==> src/rtl/avg_decimator.sv <==
// Integrate-and-dump decimator: averages 2^LOG2_DECIM signed samples per block and
// buffers the rounded results in a FIFO. Define AVG_DECIM_OVF_EN to add o_overflow.
module avg_decimator #(
  parameter int LOG2_DECIM = 2,
  parameter int FIFO_DEPTH = 4
) (
  input  logic                                i_clk,
  input  logic                                i_rst,
  input  logic [15:0]                         i_data,
  input  logic                                i_valid,
  input  logic                                i_sync,
  output logic [15:0]                         o_data,
  output logic                                o_valid,
  input  logic                                i_ready,
  output logic [$clog2(FIFO_DEPTH+1)-1:0]     o_fill
`ifdef AVG_DECIM_OVF_EN
  ,
  output logic                                o_overflow
`endif
);

  localparam int DATA_W = 16;
  localparam int N      = 1 << LOG2_DECIM;
  localparam int ACC_W  = DATA_W + LOG2_DECIM;
  localparam int CNT_W  = (LOG2_DECIM > 0) ? LOG2_DECIM : 1;
  localparam int HALF   = N >> 1;
  localparam int PTR_W  = $clog2(FIFO_DEPTH);
  localparam int FILL_W = $clog2(FIFO_DEPTH + 1);
  localparam logic [CNT_W-1:0]  CNT_LAST  = CNT_W'(N - 1);
  localparam logic [FILL_W-1:0] FILL_FULL = FILL_W'(FIFO_DEPTH);

  // Round half up; the accumulator is wide enough that the bias never overflows.
  function automatic logic signed [DATA_W-1:0] round_avg(input logic signed [ACC_W-1:0] sum);
    logic signed [ACC_W-1:0] biased;
    biased = sum + ACC_W'(HALF);
    biased = biased >>> LOG2_DECIM;
    return biased[DATA_W-1:0];
  endfunction

  logic signed [DATA_W-1:0] data_s;
  logic signed [ACC_W-1:0]  acc_q, acc_d;
  logic [CNT_W-1:0]         cnt_q, cnt_d;
  logic signed [ACC_W-1:0]  acc_base_p0, sum_p0;
  logic [CNT_W-1:0]         cnt_base_p0;
  logic                     dump_p0;

  logic signed [ACC_W-1:0]  sum_p1_q;
  logic                     vld_p1_q;
  logic signed [DATA_W-1:0] avg_p1;

  logic [DATA_W-1:0]        mem_q [FIFO_DEPTH];
  logic [PTR_W-1:0]         rd_ptr_q, wr_ptr_q;
  logic [FILL_W-1:0]        fill_q, fill_d;
  logic                     full, pop, wr_en, drop;

  assign data_s = i_data;

  // ---- stage p0: accumulate / dump ----
  always_comb begin
    acc_base_p0 = i_sync ? '0 : acc_q;
    cnt_base_p0 = i_sync ? '0 : cnt_q;
    sum_p0      = acc_base_p0 + ACC_W'(data_s);
    dump_p0     = i_valid && (cnt_base_p0 == CNT_LAST);
    acc_d       = acc_q;
    cnt_d       = cnt_q;
    if (i_sync) begin
      acc_d = '0;
      cnt_d = '0;
    end
    if (i_valid) begin
      if (dump_p0) begin
        acc_d = '0;
        cnt_d = '0;
      end else begin
        acc_d = sum_p0;
        cnt_d = cnt_base_p0 + CNT_W'(1);
      end
    end
  end

  always_ff @(posedge i_clk) begin
    if (i_rst) begin
      acc_q    <= '0;
      cnt_q    <= '0;
      vld_p1_q <= 1'b0;
    end else begin
      acc_q    <= acc_d;
      cnt_q    <= cnt_d;
      vld_p1_q <= dump_p0;
    end
  end

  always_ff @(posedge i_clk) begin
    if (dump_p0) sum_p1_q <= sum_p0;
  end

  // ---- stage p1: round and push into FIFO ----
  assign avg_p1 = round_avg(sum_p1_q);

  assign o_valid = (fill_q != '0);
  assign full    = (fill_q == FILL_FULL);
  assign pop     = o_valid && i_ready;
  // When full, a simultaneous pop frees the slot the push lands in (wr_ptr == rd_ptr).
  assign wr_en   = vld_p1_q && (!full || pop);
  assign drop    = vld_p1_q && full && !pop;

  always_comb begin
    fill_d = fill_q;
    case ({wr_en, pop})
      2'b10:   fill_d = fill_q + FILL_W'(1);
      2'b01:   fill_d = fill_q - FILL_W'(1);
      default: fill_d = fill_q;
    endcase
  end

  always_ff @(posedge i_clk) begin
    if (wr_en) mem_q[wr_ptr_q] <= avg_p1;
  end

  always_ff @(posedge i_clk) begin
    if (i_rst) begin
      rd_ptr_q <= '0;
      wr_ptr_q <= '0;
      fill_q   <= '0;
    end else begin
      if (wr_en) wr_ptr_q <= wr_ptr_q + PTR_W'(1);
      if (pop)   rd_ptr_q <= rd_ptr_q + PTR_W'(1);
      fill_q <= fill_d;
    end
  end

  // Storage is not reset, so mask the head while empty.
  assign o_data = o_valid ? mem_q[rd_ptr_q] : '0;
  assign o_fill = fill_q;

`ifdef AVG_DECIM_OVF_EN
  logic ovf_q;

  always_ff @(posedge i_clk) begin
    if (i_rst)     ovf_q <= 1'b0;
    else if (drop) ovf_q <= 1'b1;
  end

  assign o_overflow = ovf_q;
`else
  logic unused_drop;
  assign unused_drop = drop;
`endif

endmodule

==> config.mk <==
export PLATFORM = sky130hd
export DESIGN_NAME = avg_decimator
export DESIGN_NICKNAME = d
export VERILOG_FILES = /design/src/rtl/avg_decimator.sv
export SDC_FILE = /design/constraint.sdc
export NUM_CORES = 1
export LEC_CHECK = 0
export CAP_MARGIN = 20
export CORE_MARGIN = 4
export CORE_UTILIZATION = 55
export DETAILED_ROUTE_END_ITERATION = 6
export PLACE_DENSITY = 0.72
export SKIP_CTS_REPAIR_TIMING = 1
export SLEW_MARGIN = 25
export SYNTH_ARGS = -nofsm -noshare
export SYNTH_HDL_FRONTEND = slang
export SYNTH_SLANG_ARGS = --single-unit
==> constraint.sdc <==
create_clock -name i_clk -period 3.6 [get_ports i_clk]
set_clock_uncertainty 0.15 [all_clocks]
set_input_delay 0.72 -clock i_clk [delete_from_list [all_inputs] [get_ports i_clk]]
set_output_delay 0.72 -clock i_clk [all_outputs]
set_load 0.05 [all_outputs]
=== Word level (Yosys, flattened, before mapping) ===
Memory sizes are Yosys's and may differ from the RTL's. A register that Yosys moved wholly into a read port is not among the register bits.
Cells that the tools add are included.
W data, S select, Z words.

* Register bits after elaboration: 46
* RAM bits: 64
* Input bits: 21
* Output and inout bits: 20
* Memories kept: 1

* Add/subtract/negate cells: 7
* Equality and inequality tests: 4
* Multiplexer cells: 12
* Reduce and logical (&&, ||, !) cells: 7

{| class="wikitable"
|+ Memories
! name !! depth !! width !! read ports !! clocked after Yosys merged registers in !! write ports !! line !! RTL
|-
| mem_q || 4 || 16 || 1 || 1 || 1 || 51 || <nowiki>logic [DATA_W-1:0] mem_q [FIFO_DEPTH];</nowiki>
|}

{| class="wikitable"
|+ Operators with widths
! kind !! count
|-
| $mux W18 || 3
|-
| $add A18 B16 Y18 || 1
|-
| $add A18 B3 Y18 const B || 1
|-
| $mux W16 || 1
|-
| $mux W2 || 5
|-
| $add A2 B1 Y2 const B || 3
|-
| $pmux W3 S2 || 1
|-
| $eq A2 B2 Y1 const B || 2
|-
| $add A3 B1 Y3 const B || 1
|-
| $eq A3 B3 Y1 const B || 1
|-
| $logic_and A1 B1 Y1 || 3
|-
| $reduce_bool A3 Y1 || 1
|-
| $sub A3 B1 Y3 const B || 1
|-
| $eq A2 B1 Y1 const B || 1
|-
| $mux W1 || 2
|-
| $reduce_bool A2 Y1 || 1
|-
| $logic_not A1 Y1 || 1
|-
| $logic_or A1 B1 Y1 || 1
|}

=== Logic depth before layout (Yosys ltp) ===
Gate-level depths: netlist of run 1.

* Depth after elaboration: 6
* Depth in mapped cells: 11

=== Worst setup path after synthesis of run 1 ===
Ideal clock, no wire load.

* Path kind: in2reg
* From: input port i_sync
* To: register sum_p1_q[15], data pin
* Data arrival time: 2.617 ns
* Path slack: 0.568 ns
* Stages: 11
* Path buffers: 3
* Cell sequence: clkbuf_1 clkbuf_1 nor2b_1 ha_1 clkbuf_1 a21o_1 and3_1 nor2_1 nand2_1 a31oi_1 xnor2_1

* Word-level cells in the longest chain between the ends: 2

{| class="wikitable"
|+ RTL lines
! element !! line !! RTL
|-
| from (decl) || 11 || <nowiki>input logic i_sync,</nowiki>
|-
| $mux W18 || n/a ||
|-
| $add A18 B16 Y18 || 62 || <nowiki>sum_p0 = acc_base_p0 + ACC_W'(data_s);</nowiki>
|-
| via sum_p0[15] || 43 || <nowiki>logic signed [ACC_W-1:0] acc_base_p0, sum_p0;</nowiki>
|-
| to (signal assigned) || 94 || <nowiki>if (dump_p0) sum_p1_q <= sum_p0;</nowiki>
|-
| to (decl) || 47 || <nowiki>logic signed [ACC_W-1:0] sum_p1_q;</nowiki>
|}

The timed path passes the listed nets, and every way through them passes these cells.
A chain may end at the register's enable or synchronous reset.

=== Worst setup path after layout of run 1 ===
* From: register fill_q[0] (netlist: o_fill[0])
* To: output port o_data[15]

* Word-level cells in the longest chain between the ends: 2

{| class="wikitable"
|+ RTL lines
! element !! line !! RTL
|-
| from (decl) || 53 || <nowiki>logic [FILL_W-1:0] fill_q, fill_d;</nowiki>
|-
| from (signal assigned) || 128 || <nowiki>fill_q <= fill_d;</nowiki>
|-
| $reduce_bool A3 Y1 || 100 || <nowiki>assign o_valid = (fill_q != '0);</nowiki>
|-
| $mux W16 || 133 || <nowiki>assign o_data = o_valid ? mem_q[rd_ptr_q] : '0;</nowiki>
|-
| to (decl) || 12 || <nowiki>output logic [15:0] o_data,</nowiki>
|}

No other way between the ends.

==> results of run 1 <==
## Yosys cell counts, drive strengths merged (2+ instances only)
master  count
a22oi       3
nor2b      21
or2         2
o211ai      2
xor2       12
fa          2
clkbuf     14
o31ai       4
and3        8
a21o        5
mux4       16
nand4       4
mux2i       4
o21ai      17
or3         2
inv        11
nand2b      3
edfxtp     81
ha         23
o21a        3
a211oi      2
nor2       38
nand2      24
nor3       11
dfxtp      30
xnor2      24
a21oi      20
and4        3
nand3      12
buf         5
a22o        7
and2       25
a31oi       6
## routing by layer
| metal | routed length, um | part of all wire [%] | GRT usage (%) |
|---|---|---|---|
| met4 | 130 | 1.3 | 5.140 |
| met3 | 454 | 4.5 | 2.687 |
| met2 | 4734 | 47 | 31.48 |
| met5 | 0 | 0 | 0 |
| met1 | 4779 | 47 | 26.29 |
## state kept, by name, summed over array words and instances, names as in the netlist, named ones only
signal    cells
rd_ptr_q      2
vld_p1_q      1
sum_p1_q     17
wr_ptr_q      2
acc_q        18
o_fill        3
cnt_q         2
mem_q        64
## worst max-delay path, delay by kind of cell (launching register included)
kind | cells | cell delay (ns)
simple gates | 3 | 0.78
buf+inv | 1 | 0.81
flops | 1 | 0.48
## per-stage QoR
step | total power [W] | utilization [%] | hold slack (ns) | setup WS, ns
2_1_floorplan | 0.001560 | - | 0.3290 | 0.5681
3_3_place_gp | 0.001625 | 62.70 | 0.3502 | 0.1422
3_5_place_dp | 0.001626 | 62.70 | 0.3639 | 0.1635
4_1_cts | 0.002326 | 64.70 | 0.3819 | 0.2159
5_1_grt | 0.002406 | 64.70 | 0.3940 | 0.05600
6_report | 0.002305 | 64.70 | 0.3857 | 0.2739
## how the worst max path moves through the flow
stage	slack, ns	cells after the start	endpoint
after floorplan	0.57	11	sum_p1_q[15]$_DFFE_PP_
after global placement	0.14	10	sum_p1_q[15]$_DFFE_PP_
after detailed placement	0.16	10	sum_p1_q[15]$_DFFE_PP_
after CTS	0.22	4	o_data[15]
after global routing	0.06	4	o_data[15]
final	0.27	4	o_data[15]
## report_power, final
part           leakage (nW)  total, W  switching, W  internal (W)
clock                0.0970  0.000704      0.000433      0.000271
sequential            0.973   0.00138    0.00000297       0.00138
combinational          1.19  0.000220      0.000123     0.0000974
total                  2.26   0.00230      0.000559       0.00175
## logic make-up (layout without fill, tap and decap cells)
logic type / count (synthesis) / after routing / synth area share (%)
and+or+nand+nor: 156 / 156 / 14.86
xor gates and xnor gates: 36 / 36 / 5.834
AOI/OAI and AO/OA: 76 / 76 / 9.204
adders and majority gates: 25 / 25 / 5.925
DFF: 111 / 111 / 54.82
buffers and inverters: 30 / 81 / 2.126
muxes: 20 / 20 / 7.237
## area by class of cell
class,count,area [um^2],share of cell area [%]
Sequential cell,111,3033,47.96
Multi-Input combinational cell,313,2382,37.67
Timing Repair Buffer,54,505.5,7.994
Tap cell,133,166.4,2.632
Clock buffer,10,127.6,2.018
Clock inverter,6,67.56,1.068
Inverter,11,41.29,0.6529
==> run metrics, run 1 <==
Slew HR between 50% and 60%; Post-synth ARST share 0%; status completed; area leader, netlist edfxtp_1; crit path launch o_fill[0]$_SDFFE_PP0P_; Die ar. approximately 0.012 mm^2; Placement Cell Area a little over 0.006 mm^2; Die Wd 108.3 um; flops & latches, synth ~110; Synth cell types 53; Cell Chain, Critical Path nor2_1, nand2_1, and2_1, clkdlybuf4s50_1; Post-route DRC 0; reg2reg path depth 10; all-layer global routing usage a little under a fifth; RSZ-0062 raised after global routing false; initial antenna violation count 0; Placer Congestion between 0.8 and 0.9; First DRT Iteration DRCs 180; Max clock buf depth 2; post-route cell area around 0.0063 mm^2; post-synth top area share 43.96%; PwrDens around 360 mW/mm^2; top post-synthesis cells by area edfxtp_1 (44%), dfxtp_1 (11%), mux4_2 (6.5%), ha_1 (5.2%), xnor2_1 (3.6%); peak supply drop 0.0001844 V; CP required ~2.7 ns; synthesized area ~0.0055 mm^2; Hold Crit Class register to register; # IOs 41; Placed Cells between 600 and 700; cells after synthesis between 400 and 500; vias in the first global route roughly 3500; DP HPWL approximately 7400 um; DRT Pass-1 Iters 4; hold path start acc_q[17]$_SDFF_PP0_; worst stage delay on the critical path around 0.81 ns; nets@finish 546; FILL cells ~770; CP max FO 19; Vias approximately 3500; Least-Margin Pin Slew approximately 0.63 ns; latest clock arrival within the worst-skew pair about 0.36 ns; global-route wire length before repair about 17000 um; RR Endpoint o_fill[2]$_SDFFE_PP0P_; CTS Sinks 111; end of the worst hold path acc_q[17]$_SDFF_PP0_; Main synth FF type edfxtp_1; setup slack, reg-to-reg slightly below 0.8 ns; CTS Buf Count 9; CP Launch Type register; hold path cells 2; Slew Viols, Final 0; Final Non-Filler Cells approximately 640; Core ar. 0.009774 mm^2; Avg WL per Cell between 15 and 20 um; register area share after synthesis between 50% and 60%; Leak ~2.3 nW; Routed WL ~10000 um; commonest non-fill, non-tap cell in the layout edfxtp_1; number of synthesized flops with an enable pin 81; reg2reg start o_fill[0]$_SDFFE_PP0P_; Routed Antenna Nets 0; fraction of layout cells with a size suffix above 1 10.69%; Tmin final 3.326 ns; clk slew on worst S/H paths 0.11 ns; Via density about 5.4; Die H ~110 um; Port Buffers 40; Fin Setup TNS 0 ns; max-cap viol count 0; area grow syn2layout 14.29%; H-Tree Depth 3; f_max ~300 MHz; largest net degree at the start of global routing 21; critical path type register to output port; root buf cell clkbuf_8; most frequent cells in the layout edfxtp_1 (81), clkdlybuf4s50_1 (40), nor2_1 (38), dfxtp_1 (30), and2_1 (25); Synth Area per Inst around 12 um^2; num rows 36; Crit. End Element output port; Slowest-stage cell, CP clkdlybuf4s50_1; syn nets 500; worst path arrival time around 2.5 ns; # diodes 0; gr ovfl total 0; synth warn 0; final clock period utilization by the worst path 92.39%; final hold violation count 0; initial core utilization 56.61%; Final Setup Violations 0; CTS tree built
No activity file was read; power rests on OpenSTA's default activity.
==> run 2, diff against run 1 <==
- SKIP_LAST_GASP: unset -> 1
==> results of run 2 <==
Final layout, timing and power as in run 1 (identical DEF).
==> run 3, diff against run 2 <==
- GPL_TIMING_DRIVEN: unset -> 0
==> run 3 against run 2 <==
  * Sequential power about the same
  * Hold slack worse by 0.0070 ns
  * Clock power up 8.9%
  * Via count up 2.8%
  * Sequential share of layout area down 0.066 points
  * Largest power group unchanged
  * Highest routed layer unchanged
==> run metrics, run 3 (synthesized netlist as in run 1, its figures left out) <==
Slew Viols, Final 0; # IOs 41; nets@finish approximately 550; Routed WL 10190 um; Post-route DRC 0; clk slew on worst S/H paths roughly 0.11 ns; fraction of layout cells with a size suffix above 1 roughly a tenth; Fin Setup TNS 0 ns; peak supply drop ~0.00018 V; Vias ~3600; Final Util around two thirds; DRT Pass-1 Iters 4; Placer Congestion 0.9159; Core ar. between 0.009 and 0.01 mm^2; CTS Sinks ~110; Die ar. 0.01173 mm^2; reg2reg start o_fill[0]$_SDFFE_PP0P_; all-layer global routing usage a little under a fifth; initial core utilization around 57%; # diodes 0; DP HPWL 7651 um; Hold Crit Class register to register; Slew HR between 40% and 50%; f_max slightly below 300 MHz; CTS tree built; most frequent cells in the layout edfxtp_1 (81), nor2_1 (37), dfxtp_1 (30), clkdlybuf4s50_1 (28), and2_1 (25); largest net degree at the start of global routing 21; worst hold slack 0.3786 ns; hold path cells 2; max-cap viol count 0; First DRT Iteration DRCs about 130; commonest non-fill, non-tap cell in the layout edfxtp_1; CTS Buf Count 9; setup slack, reg-to-reg roughly 0.94 ns; Port Buffers 38; root buf cell clkbuf_8; vias in the first global route 3491; initial antenna violation count 0; gr ovfl total 0; Final Setup Violations 0; final clock period utilization by the worst path 95.96%; Max clock buf depth 2; end of the worst hold path acc_q[17]$_SDFF_PP0_; FILL cells about 740; Least-Margin Pin Slew 0.8277 ns; Largest regs mem_q x64, acc_q x18, sum_p1_q x17; CP required 3.56 ns; DP Worst Slack -0.5893 ns; status completed; reg2reg path depth 10; final hold violation count 0; CP Launch Type input pin; Die Wd between 100 and 150 um; Total Power 0.002365 W; critical path type input pin to register; RR Endpoint o_fill[2]$_SDFFE_PP0P_; setup ws final 0.1455 ns; Die H approximately 110 um; global-route wire length before repair 16640 um; CP max FO 10; Crit. End Element register; Routed Antenna Nets 0; Avg WL per Cell 15.89 um; Leak 2.438 nW; H-Tree Depth 3; latest clock arrival within the worst-skew pair 0.37 ns; Tmin final 3.454 ns; RSZ-0062 raised after global routing true; max reg flops 64; worst path arrival time around 3.4 ns; area grow syn2layout 14.45%; Largest Register mem_q; num rows 36; PwrDens 373.5 mW/mm^2; Via density ~5.5; hold path start acc_q[17]$_SDFF_PP0_
run 3: worst max path at each step:
stage           start                endpoint  slack (ns)
5_1_grt        i_sync  sum_p1_q[14]$_DFFE_PP_       -0.02
4_1_cts        i_sync  sum_p1_q[14]$_DFFE_PP_       -0.17
6_report       i_sync  sum_p1_q[14]$_DFFE_PP_        0.15
3_5_place_dp   i_sync  sum_p1_q[14]$_DFFE_PP_       -0.59
2_1_floorplan  i_sync  sum_p1_q[15]$_DFFE_PP_        0.57
3_3_place_gp   i_sync  sum_p1_q[14]$_DFFE_PP_       -0.61
run 3: power breakdown:
group | switching, W | internal, W
Clock | 0.000430 | 0.000338
Sequential | 0.00000396 | 0.00138
Combinational | 0.000124 | 0.0000919
run 3: cell type report:
cell class | instances | area [um^2] | area share, %
Sequential cell | 111 | 3033 | 47.90
Multi-Input combinational cell | 313 | 2391 | 37.76
Timing Repair Buffer | 38 | 405.4 | 6.402
Tap cell | 133 | 166.4 | 2.628
Clock buffer | 9 | 123.9 | 1.956
Clock inverter | 7 | 88.84 | 1.403
Buffer | 19 | 82.58 | 1.304
Inverter | 11 | 41.29 | 0.6520
run 3: stage by stage:
stage	area, um^2	cells
floorplan	5533	454
global placement	6080	625
detailed placement	6082	625
CTS	6295	641
global route	6332	641
finish	6332	641
run 3: layer usage:
| layer | share of wire, % | global-route usage (%) | up-vias |
|---|---|---|---|
| met5 | 0 | 0 | - |
| met4 | 1.4 | 6.041 | 0 |
| met3 | 3.3 | 2.090 | 14 |
| met2 | 50 | 31.79 | 72 |
| met1 | 45 | 24.07 | 1701 |
| li1 | - | - | 1767 |
run 3: critical path: stages:
cell,delay [ns]
clkdlybuf4s50_1,0.52
clkbuf_2,0.25
clkbuf_2,0.30
nor2b_1,0.11
ha_1,0.28
clkbuf_1,0.27
nand4_1,0.19
nor2_1,0.13
o21ai_0,0.12
a21oi_1,0.27
nor3_1,0.10
xnor2_1,0.15
